`config.mk`:
```
export PLATFORM = sky130hd
export DESIGN_NAME = exe_div_seq
export DESIGN_NICKNAME = d
export VERILOG_FILES = /design/src/rtl/exe_div_seq_pkg.sv /design/src/rtl/exe_div_seq.sv
export SDC_FILE = /design/constraint.sdc
export NUM_CORES = 1
export LEC_CHECK = 0
export BUFFER_PORTS_ARGS = -buffer_cell sky130_fd_sc_hd__buf_2
export CAP_MARGIN = 30
export CORE_MARGIN = 10
export CORE_UTILIZATION = 50
export DETAILED_ROUTE_END_ITERATION = 8
export PLACE_DENSITY = 0.71
export SLEW_MARGIN = 25
export SYNTH_ARGS = -nofsm -noshare
export SYNTH_HDL_FRONTEND = slang
export SYNTH_SLANG_ARGS = --single-unit
```
`constraint.sdc`:
```
create_clock -name clk -period 5.8 [get_ports clk]
set_clock_uncertainty 0.1 [all_clocks]
set_input_delay 0.58 -clock clk [delete_from_list [all_inputs] [get_ports clk]]
set_output_delay 0.58 -clock clk [all_outputs]
set_load 0.02 [all_outputs]
```
`src/rtl/exe_div_seq_pkg.sv`:
```
// Shared types for the execute-stage iterative divider: operation codes,
// FSM states and the EXE<->divider port bundles.
package exe_div_seq_pkg;

   localparam int DIV_XLEN = 32;

   typedef enum logic [1:0] {
      DIV_OPS_DIV  = 2'b00,
      DIV_OPS_DIVU = 2'b01,
      DIV_OPS_REM  = 2'b10,
      DIV_OPS_REMU = 2'b11
   } type_div_ops_e;

   typedef enum logic [1:0] {
      DIV_IDLE = 2'b00,
      DIV_CALC = 2'b01,
      DIV_DONE = 2'b10
   } type_div_state_e;

   typedef struct packed {
      logic                div_req;
      type_div_ops_e       div_ops;
      logic [DIV_XLEN-1:0] div_opr1;
      logic [DIV_XLEN-1:0] div_opr2;
      logic                div_kill;
   } type_exe2div_s;

   typedef struct packed {
      logic                div_stall;
      logic                div_valid;
      logic [DIV_XLEN-1:0] div_result;
      logic                div_busy;
   } type_div2exe_s;

   function automatic logic div_is_signed(input type_div_ops_e ops);
      return (ops == DIV_OPS_DIV) || (ops == DIV_OPS_REM);
   endfunction

   function automatic logic div_is_rem(input type_div_ops_e ops);
      return (ops == DIV_OPS_REM) || (ops == DIV_OPS_REMU);
   endfunction

endpackage

```
`src/rtl/exe_div_seq.sv`:
```
// Restoring radix-2 divider for RV32M DIV/DIVU/REM/REMU. Stalls EXE while it
// iterates one quotient bit per cycle and returns the result with a valid pulse.
module exe_div_seq
   import exe_div_seq_pkg::*;
#(
   parameter int XLEN = 32
) (
   input  logic            clk,
   input  logic            rst,
   input  logic            div_req_i,
   input  logic [1:0]      div_ops_i,
   input  logic [XLEN-1:0] div_opr1_i,
   input  logic [XLEN-1:0] div_opr2_i,
   input  logic            div_kill_i,
   output logic            div_stall_o,
   output logic            div_valid_o,
   output logic [XLEN-1:0] div_result_o,
   output logic            div_busy_o
);

   localparam int              CNT_W    = $clog2(XLEN) + 1;
   localparam logic [CNT_W-1:0] CNT_INIT = CNT_W'(XLEN);
   localparam logic [CNT_W-1:0] CNT_LAST = CNT_W'(1);
   localparam logic [XLEN-1:0]  INT_MIN  = {1'b1, {(XLEN-1){1'b0}}};

   type_div_state_e state;
   type_div_ops_e   ops_q;
   logic [CNT_W-1:0] cnt;
   logic [XLEN-1:0]  rem_q;
   logic [XLEN-1:0]  quo_q;
   logic [XLEN-1:0]  dvs_q;
   logic             neg_q;
   logic             neg_r;

   function automatic logic [XLEN-1:0] neg_if(input logic [XLEN-1:0] v, input logic neg);
      return neg ? (~v + XLEN'(1)) : v;
   endfunction

   // Request decode: operand signs, magnitudes and the two RISC-V corner cases.
   type_div_ops_e   req_ops;
   logic            req_signed;
   logic            sign1;
   logic            sign2;
   logic            div_zero;
   logic            div_ovf;
   logic [XLEN-1:0] special_res;

   assign req_ops    = type_div_ops_e'(div_ops_i);
   assign req_signed = div_is_signed(req_ops);
   assign sign1      = req_signed & div_opr1_i[XLEN-1];
   assign sign2      = req_signed & div_opr2_i[XLEN-1];
   assign div_zero   = (div_opr2_i == '0);
   assign div_ovf    = req_signed & (div_opr1_i == INT_MIN) & (div_opr2_i == '1);

   always_comb begin
      special_res = '0;
      if (div_zero) begin
         special_res = div_is_rem(req_ops) ? div_opr1_i : '1;
      end else begin
         special_res = div_is_rem(req_ops) ? '0 : div_opr1_i;
      end
   end

   // One restoring step; the partial remainder needs XLEN+1 bits after the shift.
   logic [XLEN:0]        rem_sh;
   logic signed [XLEN:0] diff;
   logic                 q_bit;
   logic [XLEN-1:0]      rem_nx;
   logic [XLEN-1:0]      quo_nx;
   logic [XLEN-1:0]      final_res;

   assign rem_sh    = {rem_q, quo_q[XLEN-1]};
   assign diff      = $signed(rem_sh - {1'b0, dvs_q});
   assign q_bit     = ~diff[XLEN];
   assign rem_nx    = q_bit ? diff[XLEN-1:0] : rem_sh[XLEN-1:0];
   assign quo_nx    = {quo_q[XLEN-2:0], q_bit};
   assign final_res = div_is_rem(ops_q) ? neg_if(rem_nx, neg_r) : neg_if(quo_nx, neg_q);

   always_ff @(posedge clk or posedge rst) begin
      if (rst) begin
         state        <= DIV_IDLE;
         ops_q        <= DIV_OPS_DIV;
         cnt          <= '0;
         rem_q        <= '0;
         quo_q        <= '0;
         dvs_q        <= '0;
         neg_q        <= 1'b0;
         neg_r        <= 1'b0;
         div_valid_o  <= 1'b0;
         div_result_o <= '0;
      end else begin
         div_valid_o <= 1'b0;
         case (state)
            DIV_IDLE: begin
               if (div_req_i && !div_kill_i) begin
                  ops_q <= req_ops;
                  neg_q <= sign1 ^ sign2;
                  neg_r <= sign1;
                  cnt   <= CNT_INIT;
                  rem_q <= '0;
                  quo_q <= neg_if(div_opr1_i, sign1);
                  dvs_q <= neg_if(div_opr2_i, sign2);
                  if (div_zero || div_ovf) begin
                     div_result_o <= special_res;
                     div_valid_o  <= 1'b1;
                     state        <= DIV_DONE;
                  end else begin
                     state <= DIV_CALC;
                  end
               end
            end
            DIV_CALC: begin
               if (div_kill_i) begin
                  cnt   <= '0;
                  state <= DIV_IDLE;
               end else begin
                  rem_q <= rem_nx;
                  quo_q <= quo_nx;
                  cnt   <= cnt - CNT_LAST;
                  if (cnt == CNT_LAST) begin
                     div_result_o <= final_res;
                     div_valid_o  <= 1'b1;
                     state        <= DIV_DONE;
                  end
               end
            end
            DIV_DONE: begin
               state <= DIV_IDLE;
            end
            default: begin
               state <= DIV_IDLE;
            end
         endcase
      end
   end

   assign div_stall_o = div_req_i & ~div_kill_i & (state != DIV_DONE);
   assign div_busy_o  = (state != DIV_IDLE);

endmodule

```
# Word level (Yosys, flattened, before mapping)
# Cells that the tools add are included.
# classes
n_addsub,6
eq_ne,14
n_mux,33
bitwise_logic,13
n_reduce_logical,16
# ops
operator,count
$mux W32,17
$pmux W32 S2,3
$add A32 B1 Y32 const B,4
$not A32 Y32,4
$eq A32 B32 Y1 const B,2
$sub A33 B32 Y33,1
$logic_not A32 Y1,1
$mux W6,2
$pmux W6 S2,1
$ne A2 B2 Y1 const B,5
$eq A2 B2 Y1 const B,4
$mux W2,4
$and A1 B1 Y1,6
$eq A6 B1 Y1 const B,1
$reduce_and A2 Y1,3
$sub A6 B1 Y6 const B,1
$reduce_and A5 Y1,1
$logic_not A2 Y1,2
$logic_or A1 B1 Y1,4
$mux W1,4
$pmux W2 S2,1
$reduce_bool A2 Y1,2
$ne A3 B3 Y1 const B,1
$reduce_and A3 Y1,1
6 further kinds,7
# totals
reg_bits,141
input_bits,70
output_inout_bits,35
elab_cells,92

# Longest topological paths before layout
# depth
ltp_word,9
ltp_mapped,27

# Worst setup path before layout
# No wires, ideal clock.
# synth_path
kind,register -> register
start,register quo_q[31]
end,register div_result_o[26]
setup_time_ns,0.124
arrival_time_ns,5.772
required_ns,5.576
setup_slack_ns,-0.196
path_stages_with_launch,27
path_buffers,5
synth_period_minus_slack_ns,5.996
path_cell_list,dfrtp_1 inv_1 ha_1 fa_1 nand2b_1 a21o_1 a2111o_1 a21oi_1 o21a_1 buf_4 nor2_4 inv_2 clkbuf_1 buf_1 buf_2 nor2_1 a21oi_1 ha_1 clkbuf_1 inv_1 or3_1 o41a_1 or4_4 or3_4 nand2_1 a21oi_1 a211o_1
# synth_between
elab_chain_len,9
elab_cells_between_ends,13
classes_between,3 x add/sub; 7 x mux; 3 x bitwise
# synth_lines
element,line,source
start: declaration,exe_div_seq.sv:30,logic [XLEN-1:0] quo_q;
start signal: assignment,exe_div_seq.sv:101,"quo_q <= neg_if(div_opr1_i, sign1);"
start signal: assignment,exe_div_seq.sv:118,quo_q <= quo_nx;
$sub A33 B32 Y33,exe_div_seq.sv:73,"assign diff = $signed(rem_sh - {1'b0, dvs_q});"
$mux W32 or $not A1 Y1 (tied branches),"exe_div_seq.sv:75, exe_div_seq.sv:74",
$not A32 Y32,exe_div_seq.sv:36,return neg ? (~v + XLEN'(1)) : v;
$add A32 B1 Y32,exe_div_seq.sv:36,
$mux W32,exe_div_seq.sv:36,
$mux W32 (*),exe_div_seq.sv:77,"assign final_res = div_is_rem(ops_q) ? neg_if(rem_nx, neg_r) : neg_if(quo_nx, neg_q);"
$mux W32 (*),exe_div_seq.sv:120,if (cnt == CNT_LAST) begin
$mux W32 (*),exe_div_seq.sv:113,if (div_kill_i) begin
$pmux W32 S2 (*),exe_div_seq.sv:93,case (state)
end signal: assignment,exe_div_seq.sv:104,div_result_o <= special_res;
end signal: assignment,exe_div_seq.sv:121,div_result_o <= final_res;
end: declaration,exe_div_seq.sv:17,"output logic [XLEN-1:0] div_result_o,"
# Every way passes the cells marked *; elsewhere a longest branch is shown, timed or not. The select of a mux whose other input is x is not followed.
# A chain may end at the register's enable or synchronous reset.

# Worst setup path after layout
# layout_path
start,register quo_q[31]
end,register div_result_o[30]
# The elaborated chain is that of the path after synthesis.

==> summary.md <==
| Metric | Value |
|---|---|
| Via count | `11900` |
| Clock Tree Buf Depth | `2` |
| Crit path DAT | `5.66 ns` |
| Sequential share of the synthesized area | `29.4%` |
| DRC viols | `0` |
| DIE AREA | `30400 µm²` |
| Share of cells above drive strength 1 | `11.9%` |
| Avg WL per Cell | `19.4 µm` |
| RD Place Congestion | `0.928` |
| # Max-Cap Violations | `0` |
| Synth warn | `0` |
| Status | `finished clean` |
| Final setup viols | `0` |
| NumNets Final | `1720` |
| CP Capture Type | `flip-flop` |
| Rows | `56` |
| Dpl ws | `0.343 ns` |
| Flops & latches, synth | `140` |
| Max rail drop VDD | `455 µV` |
| Async SR Flop Fraction | `100%` |
| Final Hold Violating Endpoints | `0` |
| Mean Syn Cell Area | `7.62 µm²` |
| Die Ht | `174 µm` |
| First-pass GRT wire length | `60200 µm` |
| Largest net degree at the start of global routing | `97` |
| GRT overflow | `0` |
| Startpoint types | `flip-flop` |
| Syn Std Cell Area | `11900 µm²` |
| Drt pass-1 iters | `5` |
| Slew headroom | `36.7%` |
| Final wirelength | `37600 µm` |
| Global-route usage over all layers | `24.0%` |
| Final worst slack | `0.338 ns` |
| Root Driver | `clkbuf_16` |
| Crit Reg-Reg Startpoint | `quo_q[31]` |
| Mapped Nets | `1671` |
| Worst r2r path cells | `21` |
| Max-slew violations | `0` |
| Core region area | `23500 µm²` |
| CTS Buf Count | `17` |
| Clock slew at reported path FFs | `0.06 ns` |
| Cells after Synth | `1561` |
| Leak pwr | `5.59 nW` |
| Main flop type after synthesis | `dfrtp_1` |
| Vias in the first global route | `11100` |
| DP HPWL | `28000 µm` |
| Worst-Margin Slew | `0.949 ns` |
| Worst skew pair latency | `0.44 ns` |
| Hold Crit Class | `input port to async pin` |
| Vias per cell | `6.14` |
| Critical path startpoint | `quo_q[31]` |
| Htree depth | `4` |
| DR iter-0 viols | `999` |
| Min Tclk post-route | `5.46 ns` |
| WS Path Type | `flip-flop to flip-flop` |
| Fin crit share | `94.2%` |
| Post-layout util | `56.4%` |
| Clock tree sinks | `140` |
| I/O pin count | `105` |
| Total power | `8.84 mW` |
| Fmax | `183 MHz` |
| Port bufs | `104` |
| Initial antenna violation count | `1` |
| Ant. Diodes | `0` |
| Die X | `174 µm` |
| Remaining antenna violation count | `0` |
| CTS tree | `done` |
| PD cells | `667 nW/µm²` |
| Hold WS | `0.188 ns` |
| Initial core utilization | `50.7%` |
| Setup TNS | `0 ns` |
| Critical Path Fanout Max | `14` |
| Synth cell types | `78` |
| Post-synth EDFFs | `0` |
| RSZ-0062 raised after global routing | `no` |
| Synthesis-to-finish area growth | `11.3%` |
| WP data required | `6.00 ns` |
==> worst max-delay path: stages, from the launching register on <==
cell	delay [ns]
dfrtp_1	0.36
inv_1	0.08
ha_1	0.23
fa_1	0.39
nand2b_1	0.20
a21o_1	0.21
a2111o_1	0.48
a21oi_2	0.20
o21a_1	0.20
nor2_4	0.06
inv_2	0.21
nor2_1	0.06
a21oi_1	0.24
ha_1	0.22
inv_1	0.06
or3_1	0.38
o41a_1	0.36
or4_4	0.51
or3_4	0.42
o21ai_2	0.16
xnor2_1	0.13
o22ai_1	0.09
==> where the power goes <==
group / internal, mW / switching (mW)
logic: 2.21 / 3.70
registers: 1.36 / 0.482
clock network: 0.611 / 0.480
==> through the flow <==
stage / cells / instance area (µm²)
after floorplan: 1561 / 11900
after global placement: 1907 / 12600
after detailed placement: 1908 / 12600
after CTS: 1940 / 13200
after global routing: 1942 / 13200
final: 1942 / 13200
==> worst paths after layout <==
check                              endpoint  slack [ns]
setup / recovery           div_result_o[30]        0.34
hold / removal                     state[0]        0.19
setup reg to reg           div_result_o[30]        0.34
hold reg to reg            div_result_o[16]        0.38
max in group asynchronous          ops_q[1]        4.15
min in group clk                   state[0]        0.28
==> kinds of logic after synthesis <==
group	synth area share [%]
muxes	2.90
adders and majority gates	5.78
DFF	29.4
buffers and inverters	5.02
xor gates and xnor gates	9.94
AOI/OAI and AO/OA	26.8
and+or+nand+nor	20.1
==> cell usage after synthesis, drive strengths merged, types with 3 or more instances <==
| master | n | area (µm²) |
|---|---|---|
| o21ai | 212 | 1080 |
| nand2 | 208 | 783 |
| dfrtp | 140 | 3500 |
| a21oi | 135 | 683 |
| nor2 | 127 | 484 |
| clkbuf | 76 | 285 |
| xor2 | 73 | 639 |
| xnor2 | 62 | 543 |
| inv | 59 | 221 |
| nor3 | 42 | 215 |
| ha | 39 | 488 |
| mux2i | 30 | 300 |
| o31ai | 26 | 195 |
| a31oi | 21 | 144 |
| or3 | 21 | 136 |
| a21o | 19 | 143 |
| maj3 | 18 | 180 |
| nand4 | 18 | 113 |
| o211ai | 18 | 135 |
| buf | 17 | 90.1 |
| nor4 | 16 | 106 |
| o41ai | 14 | 123 |
| a211oi | 13 | 97.6 |
| and3 | 13 | 81.3 |
| nand2b | 12 | 75.1 |
| nand3 | 12 | 60.1 |
| or4 | 11 | 86.3 |
| or2 | 10 | 62.6 |
| nor2b | 9 | 56.3 |
| o21a | 9 | 67.6 |
| a2111oi | 8 | 70.1 |
| o31a | 7 | 61.3 |
| and2 | 6 | 37.5 |
| o22ai | 6 | 37.5 |
| a221oi | 5 | 43.8 |
| a31o | 4 | 35.0 |
| a41oi | 4 | 42.6 |
| mux2 | 4 | 45.0 |
| a211o | 3 | 26.3 |
| and4 | 3 | 26.3 |
==> cells in the final DEF (no fill, tap or decap), types with 19 or more instances in the layout <==
| master | netlist | routed |
|---|---|---|
| nand2_1 | 207 | 207 |
| or3_1 | 20 | 20 |
| nor2_1 | 126 | 124 |
| dfrtp_1 | 140 | 138 |
| xnor2_1 | 62 | 62 |
| nor3_1 | 41 | 41 |
| o31ai_1 | 26 | 26 |
| a21oi_1 | 133 | 132 |
| o21ai_0 | 206 | 206 |
| a21o_1 | 19 | 19 |
| xor2_1 | 73 | 73 |
| mux2i_1 | 30 | 30 |
| ha_1 | 39 | 39 |
| a31oi_1 | 19 | 19 |
| inv_1 | 58 | 57 |
| buf_2 | 6 | 104 |
==> layout make-up <==
cell class              instances  area [µm²]
fillers                      2220       10200
multi-input cells            1269        7830
flip-flops and latches        140        3510
repair buffers                123         716
clock buffers                  18         439
well taps                     319         399
inverters                      59         226
clock inverters                14         136
==> registers in the layout (all words and copies together), names as in the netlist <==
signal	count
neg_r	1
div_result_o	32
neg_q	1
dvs_q	32
state	2
rem_q	32
div_valid_o	1
quo_q	32
ops_q	1
cnt	6
==> per-layer routing <==
metal / up-vias / track usage (%) / share of wire [%]
li1: 5711 / - / -
met1: 5653 / 32.7 / 45
met2: 502 / 38.6 / 46
met3: 62 / 3.97 / 7.4
met4: 2 / 6.06 / 2.0
met5: - / 0 / 0.045
==> timing repair <==
action | 4_1_cts | 5_1_grt
endpoints found under the setup margin | 0 | 2
resized for setup | 0 | 1
buffers inserted | 0 | 0
hold buffers | 0 | 0
(Power assumes the default switching activity.)
